$ cat config.mk
export PLATFORM = sky130hd
export DESIGN_NAME = led_pwm_multi
export DESIGN_NICKNAME = d
export VERILOG_FILES = /design/src/rtl/led_pwm_multi_pkg.sv /design/src/rtl/led_pwm_channel.sv /design/src/rtl/led_pwm_multi.sv
export SDC_FILE = /design/constraint.sdc
export NUM_CORES = 1
export LEC_CHECK = 0
export ABC_AREA = 0
export CORE_MARGIN = 5
export CORE_UTILIZATION = 50
export DETAILED_ROUTE_END_ITERATION = 8
export GPL_ROUTABILITY_DRIVEN = 0
export PLACE_DENSITY = 0.67
export SLEW_MARGIN = 40
export SYNTH_ARGS = -nofsm -noshare
export SYNTH_HDL_FRONTEND = slang
export SYNTH_SLANG_ARGS = --single-unit
$ cat constraint.sdc
create_clock -name clk -period 6.69 [get_ports clk]
set_clock_uncertainty 0.1 [all_clocks]
set_input_delay 2.007 -clock clk [delete_from_list [all_inputs] [get_ports clk]]
set_output_delay 2.007 -clock clk [all_outputs]
set_load 0.1 [all_outputs]
$ cat src/rtl/led_pwm_multi_pkg.sv
// led_pwm_multi_pkg: register map, mode encodings and field positions for the LED PWM block
package led_pwm_multi_pkg;

    typedef enum logic [1:0] {
        MODE_OFF     = 2'd0,
        MODE_PWM     = 2'd1,
        MODE_BLINK   = 2'd2,
        MODE_BREATHE = 2'd3
    } mode_e;

    localparam int REG_CH0      = 'h00;
    localparam int REG_CTRL     = 'h40;
    localparam int REG_PRESCALE = 'h44;
    localparam int REG_BLINK    = 'h48;

    localparam int MODE_LSB = 16;
    localparam int INV_BIT  = 24;
    localparam int EN_BIT   = 0;

    function automatic logic [4:0] reg_idx(input int offs);
        return 5'(offs >> 2);
    endfunction

endpackage

$ cat src/rtl/led_pwm_channel.sv
// led_pwm_channel: one LED channel with glitch-free settings latch, mode mux and registered output
module led_pwm_channel
    import led_pwm_multi_pkg::*;
#(
    parameter int PWM_BITS = 8
) (
    input  logic                clk,
    input  logic                rst_n,
    input  logic                en,
    input  logic                period_end,
    input  logic [PWM_BITS-1:0] duty,
    input  logic [1:0]          mode,
    input  logic                inv,
    input  logic [PWM_BITS-1:0] pwm_ctr,
    input  logic [PWM_BITS-1:0] level,
    input  logic                blink_phase,
    output logic                pwm_out
);

    logic [PWM_BITS-1:0]   duty_a;
    mode_e                 mode_a;
    logic                  inv_a;
    logic [2*PWM_BITS-1:0] prod;
    logic [PWM_BITS-1:0]   eff_duty;
    logic                  raw;

    // active settings follow the shadow copy only at period boundaries, or continuously while disabled
    always_ff @(posedge clk or negedge rst_n) begin
        if (!rst_n) begin
            duty_a <= '0;
            mode_a <= MODE_OFF;
            inv_a  <= 1'b0;
        end else if (!en || period_end) begin
            duty_a <= duty;
            mode_a <= mode_e'(mode);
            inv_a  <= inv;
        end
    end

    // mode mux; breathe scales the duty by the shared brightness level
    always_comb begin
        prod     = {{PWM_BITS{1'b0}}, duty_a} * {{PWM_BITS{1'b0}}, level};
        eff_duty = PWM_BITS'(prod >> PWM_BITS);
        raw      = (mode_a == MODE_PWM)     ? (pwm_ctr < duty_a) :
                   (mode_a == MODE_BLINK)   ? ((pwm_ctr < duty_a) & blink_phase) :
                   (mode_a == MODE_BREATHE) ? (pwm_ctr < eff_duty) : 1'b0;
    end

    // pin register; a disabled block rests each pin at its polarity level
    always_ff @(posedge clk or negedge rst_n) begin
        if (!rst_n) pwm_out <= 1'b0;
        else        pwm_out <= en ? (raw ^ inv_a) : inv_a;
    end

endmodule

$ cat src/rtl/led_pwm_multi.sv
// led_pwm_multi: APB-programmable N-channel LED PWM with off/pwm/blink/breathe modes
module led_pwm_multi
    import led_pwm_multi_pkg::*;
#(
    parameter int N_CHANNELS    = 3,
    parameter int PWM_BITS      = 8,
    parameter int PRESCALE_BITS = 8,
    parameter int W_ADDR        = 16
) (
    input  logic                  clk,
    input  logic                  rst_n,
    input  logic                  apbs_psel,
    input  logic                  apbs_penable,
    input  logic                  apbs_pwrite,
    input  logic [W_ADDR-1:0]     apbs_paddr,
    input  logic [31:0]           apbs_pwdata,
    output logic [31:0]           apbs_prdata,
    output logic                  apbs_pready,
    output logic                  apbs_pslverr,
    output logic [N_CHANNELS-1:0] pwm_out
);

    localparam logic [PWM_BITS-1:0] PWM_MAX = '1;

    logic                     wr;
    logic [4:0]               idx;
    logic [PWM_BITS-1:0]      sh_duty [N_CHANNELS];
    logic [1:0]               sh_mode [N_CHANNELS];
    logic [N_CHANNELS-1:0]    sh_inv;
    logic                     en;
    logic [PRESCALE_BITS-1:0] prescale;
    logic [PRESCALE_BITS-1:0] presc_ctr;
    logic [15:0]              blink;
    logic [15:0]              blink_ctr;
    logic                     blink_phase;
    logic [PWM_BITS-1:0]      pwm_ctr;
    logic [PWM_BITS-1:0]      level;
    logic                     dir;
    logic                     tick;
    logic                     period_end;
    logic                     step_dn;
    logic                     unused_apb;

    assign wr           = apbs_psel & apbs_penable & apbs_pwrite;
    assign idx          = apbs_paddr[6:2];
    assign apbs_pready  = 1'b1;
    assign apbs_pslverr = 1'b0;
    assign unused_apb   = ^{apbs_paddr, apbs_pwdata};

    // >= rather than == so lowering PRESCALE below the running count still ticks at once
    assign tick       = en & (presc_ctr >= prescale);
    assign period_end = tick & (pwm_ctr == PWM_MAX);
    assign step_dn    = dir ? (level != '0) : (level == PWM_MAX);

    // register file writes into the shadow copies
    always_ff @(posedge clk or negedge rst_n) begin
        if (!rst_n) begin
            for (int i = 0; i < N_CHANNELS; i++) begin
                sh_duty[i] <= '0;
                sh_mode[i] <= '0;
            end
            sh_inv   <= '0;
            en       <= 1'b0;
            prescale <= '0;
            blink    <= '0;
        end else if (wr) begin
            for (int i = 0; i < N_CHANNELS; i++) begin
                if (idx == reg_idx(REG_CH0) + 5'(i)) begin
                    sh_duty[i] <= apbs_pwdata[PWM_BITS-1:0];
                    sh_mode[i] <= apbs_pwdata[MODE_LSB+1:MODE_LSB];
                    sh_inv[i]  <= apbs_pwdata[INV_BIT];
                end
            end
            if (idx == reg_idx(REG_CTRL))     en       <= apbs_pwdata[EN_BIT];
            if (idx == reg_idx(REG_PRESCALE)) prescale <= apbs_pwdata[PRESCALE_BITS-1:0];
            if (idx == reg_idx(REG_BLINK))    blink    <= apbs_pwdata[15:0];
        end
    end

    // combinational read-back of shadow registers; absent channels and holes read zero
    always_comb begin
        apbs_prdata = '0;
        for (int i = 0; i < N_CHANNELS; i++) begin
            if (idx == reg_idx(REG_CH0) + 5'(i))
                apbs_prdata = 32'(sh_duty[i]) | (32'(sh_mode[i]) << MODE_LSB) | (32'(sh_inv[i]) << INV_BIT);
        end
        if (idx == reg_idx(REG_CTRL))     apbs_prdata = 32'(en) << EN_BIT;
        if (idx == reg_idx(REG_PRESCALE)) apbs_prdata = 32'(prescale);
        if (idx == reg_idx(REG_BLINK))    apbs_prdata = 32'(blink);
    end

    // shared prescaler and PWM period counter, parked at zero while disabled
    always_ff @(posedge clk or negedge rst_n) begin
        if (!rst_n) begin
            presc_ctr <= '0;
            pwm_ctr   <= '0;
        end else if (!en) begin
            presc_ctr <= '0;
            pwm_ctr   <= '0;
        end else begin
            presc_ctr <= tick ? '0 : presc_ctr + 1'b1;
            if (tick) pwm_ctr <= pwm_ctr + 1'b1;
        end
    end

    // blink phase toggles after BLINK+1 whole periods
    always_ff @(posedge clk or negedge rst_n) begin
        if (!rst_n) begin
            blink_ctr   <= '0;
            blink_phase <= 1'b0;
        end else if (!en) begin
            blink_ctr   <= '0;
            blink_phase <= 1'b0;
        end else if (period_end) begin
            blink_ctr   <= (blink_ctr >= blink) ? '0 : blink_ctr + 1'b1;
            blink_phase <= blink_phase ^ (blink_ctr >= blink);
        end
    end

    // breathe level walks a 0..max..0 triangle, one step per period
    always_ff @(posedge clk or negedge rst_n) begin
        if (!rst_n) begin
            level <= '0;
            dir   <= 1'b0;
        end else if (!en) begin
            level <= '0;
            dir   <= 1'b0;
        end else if (period_end) begin
            level <= step_dn ? level - 1'b1 : level + 1'b1;
            dir   <= step_dn;
        end
    end

    for (genvar c = 0; c < N_CHANNELS; c++) begin : g_ch
        led_pwm_channel #(.PWM_BITS(PWM_BITS)) u_ch (
            .clk         (clk),
            .rst_n       (rst_n),
            .en          (en),
            .period_end  (period_end),
            .duty        (sh_duty[c]),
            .mode        (sh_mode[c]),
            .inv         (sh_inv[c]),
            .pwm_ctr     (pwm_ctr),
            .level       (level),
            .blink_phase (blink_phase),
            .pwm_out     (pwm_out[c])
        );
    end

endmodule

==> impl_metrics.toml <==
[outcome]
status = "completed"

[logic_synthesis]
ys_ff_latch = 136
synth_top_family_by_area = "adder cells"
synthMuxAreaShare_pct = 7.24
async_reset_ff_share_pct = 100
synth-adder-area-share_pct = 31.2
synth.area.top_cells = "dfrtp_1 (25%), ha_1 (16%), fa_1 (15%), and2_1 (5.8%), inv_1 (5.0%)"
synth_most_common_cell = "inv_1"
synth-edff-count = 0
synthCells = 1447
synth_xor_area_share_pct = 2.61
synthSimpleGateAreaFrac_pct = 17.4
synth_common_cells = "inv_1 (183), ha_1 (174), dfrtp_1 (136)"
avgSynthCellArea_um2 = 9.51
synth_top_area_cell = "dfrtp_1"
synth_ff_type = "dfrtp_1"
synth_compound_area_share_pct = 9.16
synthesis.area_mm2 = 0.0138
ys_types = 64
synth_top_area_share_pct = 24.7
ys_seq_area_share_pct = 24.7
ys_warn_count = 0

[critical_path]
cpPeakStageDelay_ns = 0.56
startpoint = "level[7]$_DFFE_PN0P_"
critPathArrivalTime_ns = 6.52
start_kind = "flop"
required_ns = 6.89
end_kind = "flop"
critPathBufInv = 4
worst-setup-path-type = "reg2reg"
cp_slowest_cell = "fa_1"
crit_family = "adder cells"
reg2reg_from = "level[7]$_DFFE_PN0P_"
crit_chain = "buf_6 > and2_1 > fa_1 > fa_1 > fa_1 > inv_1 > fa_1 > inv_1 > ha_1 > o21ai_0 > a211o_1 > a311oi_4 > nor2_1 > xor2_1 > ha_1 > a21o_1 > a2111oi_1 > buf_4 > nand4_1 > a311oi_2 > a211oi_1 > xnor2_1"
cp_common_cell = "fa_1"
crit_fanout = 14

[power_and_ir_drop]
power.density_mw_per_mm2 = 141
irDropWorstVdd_v = 0.000170
power.leakage_nw = 7.86
power_mw = 2.19

[grt]
first_global_vias = 10400
grt_pass1_wl_mm = 54.8
gr-usage-all-layers_pct = 22.2
grt_max_degree = 98
grt_overflow = 0
antenna_found_initial = 0

[cells_and_area]
drive_gt1_share_pct = 10.4
nets = 1827
final.fill_count = 2358
utilization_pct = 57.4
fin_cells = 1849
synthToLayoutAreaGrowth_pct = 12.6
fin_area_mm2 = 0.0155

[sta]
setup_viol = 0
whs_ns = 0.369
rsz0062_at_grt = "no"
fin_setup_tns_ns = 0
final_hold_viol_count = 0
min_period_ns = 6.32
final-max-slew-violation-count = 0
fin_crit_sh_pct = 94.5
fin_ws_ns = 0.370
max-slew-margin-rel_pct = 52.0
tightest_slew_ns = 0.710
max_freq_mhz = 158

[route]
firstDrtPassIters = 5
via_per_inst = 5.63
drc = 0
drt_iter0_drc = 730
drtAntennaViolNets = 0
wl_mm = 33.5
drt-wirelength-per-cell_um = 18.1
num_vias = 10400

[place]
port_buffers = 50
hpwlAfterDp_mm = 25.6
pre_cts_ws_ns = 0.176
place_area_mm2 = 0.0148
dp.cells = 1815

[clock_tree]
clock_latency_ns = 0.43
root_buffer = "clkbuf_16"
cts_max_path_buffers = 2
h-tree-depth = 4
clock-sinks = 136
cts_tree = "done"
cts_buffers = 17
post_cts_buffers = 0
clk_pin_slew_ns = 0.07

[die]
start_util_pct = 50.9
die_w_um = 176
die_h_um = 176
boundaryPins = 90
core_mm2 = 0.0270
dieArea_mm2 = 0.0309
row_count = 60

[job]
maxCapViolCount = 0

[min_path]
min-delay-start = "g_ch[1].u_ch.inv_a$_DFFE_PN0P_"
hp-class = "reg2reg"
[worst paths after layout]
kind | to | slack [ns] | depth (start not counted)
setup / recovery | g_ch[0].u_ch.pwm_out$_DFF_PN0_ | 0.37 | 22
hold / removal | g_ch[1].u_ch.pwm_out$_DFF_PN0_ | 0.37 | 1
setup reg to reg | g_ch[0].u_ch.pwm_out$_DFF_PN0_ | 0.37 | 22
hold reg to reg | g_ch[1].u_ch.pwm_out$_DFF_PN0_ | 0.37 | 1
max in group asynchronous | level[6]$_DFFE_PN0P_ | 4.31 | 2
min in group asynchronous | blink_ctr[12]$_DFFE_PN0P_ | 1.33 | 1
[registers in the layout, indices dropped and copies added (netlist names)]
name and cells:
pwm_ctr 8, en 1, blink 16, sh_inv 3
g_ch.u_ch.mode_a 6, presc_ctr 8, g_ch.u_ch.inv_a 3, level 8
blink_phase 1, g_ch.u_ch.duty_a 24, sh_mode 6, blink_ctr 16
dir 1, g_ch.u_ch.pwm_out 3, prescale 8, sh_duty 24
[layer usage]
metal	track usage (%)	wire, um	up-vias	part of all wire (%)
li1	-	-	4949	-
met1	30.0	14900	5155	45
met2	37.0	16100	249	48
met3	3.01	1480	54	4.4
met4	7.12	974	0	2.9
met5	0	0	-	0
[where the power goes]
group	switching [mW]	internal [mW]
Clock	0.417	0.539
Combinational	0.195	0.0997
Sequential	0.0660	0.874
Total	0.678	1.51
[kinds of logic (layout without fill, tap and decap cells)]
logic type,after synthesis,in the layout
xor gates and xnor gates,41,41
and+or+nand+nor,462,462
other,2,16
adders and majority gates,280,280
muxes,89,89
AOI/OAI and AO/OA,185,185
DFF,136,136
buffers and inverters,252,299
[what timing repair did]
action / in CTS / in global routing
endpoints found under the setup margin: 0 / 3
hold buffers: 0 / 0
hold endpoints to repair: 0 / 0
resized for setup: 0 / 11
[layout make-up]
type                    count  area, um^2  share of cell area [%]
diodes                      1        2.50                  0.0161
well taps                 341         427                    2.75
inverters                 184         691                    4.46
clock inverters            14         151                   0.977
multi-input cells        1072        9410                    60.7
repair buffers             83         972                    6.27
flip-flops and latches    136        3410                    22.0
clock buffers              18         439                    2.83
[layout by cell type (no fill, tap or decap), types with 9 or more instances in the layout]
master,Yosys,routed
nand4_1,16,16
clkbuf_16,0,17
o21ai_0,36,35
buf_4,21,30
nand3_1,29,29
nor3_1,17,17
xnor2_1,27,27
mux2_2,54,54
and3_1,13,13
nand2b_1,9,9
buf_12,0,19
and2_1,128,128
ha_1,174,174
clkdlybuf4s50_1,0,27
mux2_1,30,30
conb_1,2,15
fa_1,106,106
a21oi_1,35,35
nand2_1,112,112
nor2b_1,11,11
dfrtp_1,136,132
xor2_1,14,14
nor2_1,89,89
inv_1,183,183
a21o_1,15,15
(Power assumes the default switching activity.)
